### src/rtl/lcd_frame_seq.sv
// AHB-Lite master that powers up an HD44780-style LCD and rewrites a 32-char frame buffer on request.
// One transfer at a time (ADDR, DATA, DELAY); every phase holds while HREADY is low, and refresh requests merge while pending.
module lcd_frame_seq #(
  parameter logic [31:0] BASE_ADDR       = 32'h0000_0000,
  parameter int unsigned PWR_WAIT_CYCLES = 2_000_000,
  parameter int unsigned CMD_WAIT_CYCLES = 2_000,
  parameter int unsigned CLR_WAIT_CYCLES = 82_000
) (
  input  logic        HCLK,
  input  logic        HRESETn,
  output logic [31:0] HADDR,
  output logic [1:0]  HTRANS,
  output logic        HWRITE,
  output logic [2:0]  HSIZE,
  output logic [31:0] HWDATA,
  input  logic        HREADY,
  input  logic        buf_we,
  input  logic [4:0]  buf_addr,
  input  logic [7:0]  buf_wdata,
  input  logic        refresh_req,
  output logic        init_done,
  output logic        busy
);

  localparam int unsigned MAX_PC = (PWR_WAIT_CYCLES > CMD_WAIT_CYCLES) ? PWR_WAIT_CYCLES : CMD_WAIT_CYCLES;
  localparam int unsigned MAXW   = (MAX_PC > CLR_WAIT_CYCLES) ? MAX_PC : CLR_WAIT_CYCLES;
  localparam int unsigned CW     = (MAXW == 0) ? 1 : $clog2(MAXW + 1);

  typedef enum logic [2:0] {PWR_WAIT, ADDR, DATA, DELAY, IDLE} state_e;

  state_e        state_q, state_d;
  logic [CW-1:0] cnt_q, cnt_d;
  logic [5:0]    op_idx_q, op_idx_d;
  logic          init_q, init_d;
  logic          pend_q, pend_d;
  logic          done_q, done_d;
  logic [7:0]    wdat_q, wdat_d;
  logic [7:0]    fb_q [32];

  logic [7:0]    op_byte;
  logic          op_is_data;
  logic          op_last;
  logic [4:0]    rd_idx;
  logic          pwr_done;
  logic          dly_done;

  always_ff @(posedge HCLK or negedge HRESETn) begin
    if (!HRESETn) begin
      for (int i = 0; i < 32; i++) fb_q[i] <= 8'h20;
    end else if (buf_we) begin
      fb_q[buf_addr] <= buf_wdata;
    end
  end

  // Refresh op map: 0 -> 0x80, 1..16 -> buf[0..15], 17 -> 0xC0, 18..33 -> buf[16..31].
  always_comb begin
    op_byte    = 8'h00;
    op_is_data = 1'b0;
    op_last    = 1'b0;
    rd_idx     = 5'd0;
    if (init_q) begin
      op_last = (op_idx_q == 6'd5);
      case (op_idx_q)
        6'd0:    op_byte = 8'h33;
        6'd1:    op_byte = 8'h32;
        6'd2:    op_byte = 8'h28;
        6'd3:    op_byte = 8'h0C;
        6'd4:    op_byte = 8'h06;
        default: op_byte = 8'h01;
      endcase
    end else begin
      op_last = (op_idx_q == 6'd33);
      if (op_idx_q == 6'd0) begin
        op_byte = 8'h80;
      end else if (op_idx_q == 6'd17) begin
        op_byte = 8'hC0;
      end else begin
        op_is_data = 1'b1;
        rd_idx     = (op_idx_q < 6'd17) ? op_idx_q[4:0] - 5'd1 : op_idx_q[4:0] - 5'd2;
        op_byte    = fb_q[rd_idx];
      end
    end
  end

  assign pwr_done = (32'(cnt_q) + 32'd1 >= PWR_WAIT_CYCLES);
  assign dly_done = (32'(cnt_q) + 32'd1 >= ((wdat_q == 8'h01) ? CLR_WAIT_CYCLES : CMD_WAIT_CYCLES));

  always_ff @(posedge HCLK or negedge HRESETn) begin
    if (!HRESETn) state_q <= PWR_WAIT;
    else          state_q <= state_d;
  end

  always_comb begin
    state_d  = state_q;
    cnt_d    = cnt_q;
    op_idx_d = op_idx_q;
    init_d   = init_q;
    done_d   = done_q;
    wdat_d   = wdat_q;
    pend_d   = pend_q | refresh_req;
    unique case (state_q)
      PWR_WAIT: begin
        if (pwr_done) begin
          state_d = ADDR;
          cnt_d   = '0;
        end else begin
          cnt_d = cnt_q + CW'(1);
        end
      end
      ADDR: begin
        // Data byte is captured on the accepting edge; later buffer writes miss this refresh.
        if (HREADY) begin
          state_d = DATA;
          wdat_d  = op_byte;
        end
      end
      DATA: begin
        if (HREADY) begin
          state_d = DELAY;
          cnt_d   = '0;
        end
      end
      DELAY: begin
        if (dly_done) begin
          cnt_d = '0;
          if (op_last) begin
            state_d  = IDLE;
            op_idx_d = '0;
            if (init_q) begin
              init_d = 1'b0;
              done_d = 1'b1;
              pend_d = 1'b1;
            end
          end else begin
            state_d  = ADDR;
            op_idx_d = op_idx_q + 6'd1;
          end
        end else begin
          cnt_d = cnt_q + CW'(1);
        end
      end
      IDLE: begin
        // A request landing in the same cycle merges into the refresh being started.
        if (pend_q) begin
          pend_d  = 1'b0;
          state_d = ADDR;
        end
      end
      default: state_d = PWR_WAIT;
    endcase
  end

  always_ff @(posedge HCLK or negedge HRESETn) begin
    if (!HRESETn) begin
      cnt_q    <= '0;
      op_idx_q <= '0;
      init_q   <= 1'b1;
      pend_q   <= 1'b0;
      done_q   <= 1'b0;
      wdat_q   <= 8'h00;
    end else begin
      cnt_q    <= cnt_d;
      op_idx_q <= op_idx_d;
      init_q   <= init_d;
      pend_q   <= pend_d;
      done_q   <= done_d;
      wdat_q   <= wdat_d;
    end
  end

  always_comb begin
    HTRANS = (state_q == ADDR) ? 2'b10 : 2'b00;
    HADDR  = op_is_data ? (BASE_ADDR + 32'h4) : BASE_ADDR;
    busy   = (state_q != IDLE) | pend_q;
  end

  assign HWRITE    = 1'b1;
  assign HSIZE     = 3'b010;
  assign HWDATA    = {24'h0, wdat_q};
  assign init_done = done_q;

endmodule
### config.mk
export PLATFORM = sky130hd
export DESIGN_NAME = lcd_frame_seq
export DESIGN_NICKNAME = d
export VERILOG_FILES = /design/src/rtl/lcd_frame_seq.sv
export SDC_FILE = /design/constraint.sdc
export NUM_CORES = 1
export LEC_CHECK = 0
export CAP_MARGIN = 10
export CORE_MARGIN = 2
export CORE_UTILIZATION = 50
export DETAILED_ROUTE_END_ITERATION = 10
export PLACE_DENSITY = 0.77
export SLEW_MARGIN = 20
export SYNTH_ARGS = -nofsm -noshare
export SYNTH_HDL_FRONTEND = slang
export SYNTH_SLANG_ARGS = --single-unit
### constraint.sdc
create_clock -name HCLK -period 4.1 [get_ports HCLK]
set_input_delay 0.615 -clock HCLK [delete_from_list [all_inputs] [get_ports HCLK]]
set_output_delay 0.615 -clock HCLK [all_outputs]
set_load 0.03 [all_outputs]
==> results of run 1 <==
[layout by cell type (no fill, tap or decap), types with 19 or more instances in the layout]
master	n
a21oi_1	19
buf_4	29
clkbuf_16	30
clkdlybuf4s50_1	25
conb_1	60
dfrtp_1	264
dfstp_2	33
mux2_2	259
mux4_2	66
nand2_1	85
nand3_1	30
nor2_1	82
o21ai_0	20
[timing repair]
action	in CTS	in global routing
setup endpoints to repair	0	0
setup buffers	0	0
endpoints found under the hold margin	0	40
gates resized for setup	0	0
hold buffers	0	1
[flip-flops by register name, summed over array words and instances, names as in the netlist]
register and cells:
cnt_q 21, wdat_q 8, state_q 3, init_done 1
fb_q 256, pend_q 1, op_idx_q 6, init_q 1
[how the worst max path moves through the flow]
stage,from,to,slack (ps),cells after the start
after detailed placement,cnt_q[0],cnt_q[4],520,13
after floorplan,op_idx_q[0],wdat_q[1],410,13
final,op_idx_q[0],HADDR[2],410,8
after global placement,cnt_q[0],cnt_q[4],650,13
after global routing,cnt_q[0],cnt_q[4],130,13
after CTS,op_idx_q[0],HADDR[2],420,8
[final cells by class]
| cell class | instances | area, um^2 | area share, % |
|---|---|---|---|
| sequential | 297 | 7473 | 43.97 |
| multi-input combinational | 842 | 7390 | 43.47 |
| clock inverter | 13 | 126.4 | 0.7435 |
| timing repair buffer | 64 | 615.6 | 3.622 |
| inverter | 11 | 41.29 | 0.2429 |
| clock buffer | 42 | 855.8 | 5.035 |
| tap | 396 | 495.5 | 2.915 |
[per-stage QoR]
step                      std cells  util (%)
after floorplan                1291         -
after global placement         1608     52.42
after CTS                      1663     55.61
final                          1665     55.71
after global routing           1665     55.71
after detailed placement       1608     52.39
[power groups by stage]
stage	clock (mW)	sequential [mW]	combinational, mW
2_1_floorplan	0	3.67	0.849
3_3_place_gp	0	3.74	1.02
3_5_place_dp	0	3.77	1.06
4_1_cts	2.74	3.72	1.06
5_1_grt	2.86	3.78	1.14
6_report	2.69	3.73	1.06
[routing by layer]
| metal | wire length [um] | vias to the layer above |
|---|---|---|
| li1 | - | 4416 |
| met1 | 15530 | 5218 |
| met2 | 17630 | 303 |
| met3 | 1991 | 54 |
| met4 | 864 | 0 |
| met5 | 0 | - |
[critical path: stages (launching register included)]
cell and delay, ps:
dfrtp_1 390, buf_4 230, ha_1 290, nor2b_1 170, nand3_1 150, nand2_1 120, or2_2 350, inv_1 110
clkdlybuf4s50_1 670
[kinds of logic (layout without fill, tap and decap cells)]
family | after synthesis | after routing
mux | 333 | 333
flops | 297 | 297
compound gates | 115 | 115
buf+inv | 152 | 130
simple gates | 292 | 292
other cells | 2 | 60
xor+xnor | 27 | 27
fa+ha+maj | 15 | 15
==> run metrics, run 1 <==
status completed; Max VDD drop 318.3 uV; CTS H-tree lvls 1; Post-Synth Adder-Cell Area 1.213%; Post-DP HPWL 24430 um; Die Ht 179.9 um; setup TNS 0 ps; worst slew pin tran 1003 ps; vias in the first global route 10.22k; CP Max Fanout 15; dpl ws 519.2 ps; I/O pins 90; Root Buffer clkbuf_16; Initial Util 50.70%; Compound-Gate Fraction of Synth Area 5.314%; share of the synthesized area in the top cell type 42.71%; Worst Setup Path Type reg -> out; HP Class reg -> reg; Psw 1.871 mW; Clock power frac 36.0%; nets 1279; relative max-transition margin 32.86%; FF-to-FF Start cnt_q[0]; largest area contributor in the netlist dfrtp_1; met3 usage 3.728%; leakage 7.464 nW; Post-Synth Simple-Gate Area 9.148%; WL final 36020 um; CTS tree done; placed inst area 0.01598 mm^2; Post-Synth XOR/XNOR Area 1.577%; FFs w/ async S/R, synth 100.0%; Hold WS 483.5 ps; Seq pwr share 49.8%; CTS Buf Count 30; wire length per cell 21.63 um; Overflow after GRT 0; layout cells sized above 1 36.25%; max_cap viols 0; via count 9991; Power Internal 5.603 mW; Final Skew 26.04 ps; gr usage total 22.19%; Net Sw Frac 25.04%; die area 0.03236 mm^2; Non-Filler Cell Area, Final 0.01700 mm^2; Slew Limit Fails 0; DR vias/cell 6.001; core area 0.03051 mm^2; Synth-to-Final Area Change 9.885%; Critical Path RT 3480 ps; Synth Register Bits 297; RSZ-0062 raised after global routing false; CTS sink count 297; Tmin final 3690 ps; met1 track demand over resource 30.63%; Setup crit start kind register; Filler cells 2458; drt pass-1 iters 5; GR Util met2 36.54%; final setup violation count 0; Worst Reg-to-Reg Cells 13; Final period util 89.99%; worst hold path cell count 1; worst setup margin 410.5 ps; PD cells 439.7 mW/mm^2; final RePlAce weighted congestion 0.8798; reg-to-reg critical path endpoint cnt_q[4]; largest family of logic cells by synthesized area multiplexers; Routed Antenna Nets 0; GRT Max-Usage Layer met2; top achievable clock speed 271.0 MHz; total power 7.474 mW; Port Buf Inserts 29; Synth area leaders dfrtp_1, mux2_2, mux4_2; mux contribution to synthesized area 28.98%; Syn Area/Cell 12.55 um^2; Critical Path Sink Type output port; initial antenna violation count 0; first-pass GRT wire length 57680 um; DRC viols 0; EDFF count, synth 0; Hold Crit Start init_done; Placement Rows 64; flop2flop setup slack 530 ps; Critical Path AT 3070 ps; Final Hold Vio Count 0; synth cell count leaders dfrtp_1, mux2_2, nand2_1, nor2_1, mux4_2; Longest Clk Path Bufs 3; Yosys Warn Count 0; Starting DRT DRC Count 812; worst skew pair latency 580 ps; number of distinct library cells after synthesis 71; clock-pin slew on the worst setup and hold paths 60 ps; worst hold endpoint init_done; combinational cell fraction of total power 14.2%; diode count 0; Mapped Cells 1233; pin count of the biggest net entering global routing 135; sequential element share of the synthesized area 48.31%; synthesized cell area 0.01547 mm^2; ys flop type dfrtp_1; count leader, synth dfrtp_1; die width 179.9 um
(Power assumes the default switching activity.)
==> run 2, diff against run 1 <==
--- a/config.mk
+++ b/config.mk
@@ -14,3 +14,4 @@
 export SYNTH_ARGS = -nofsm -noshare
 export SYNTH_HDL_FRONTEND = slang
 export SYNTH_SLANG_ARGS = --single-unit
+export TNS_END_PERCENT = 50
==> results of run 2 <==
Final layout, timing and power as in run 1 (identical DEF).
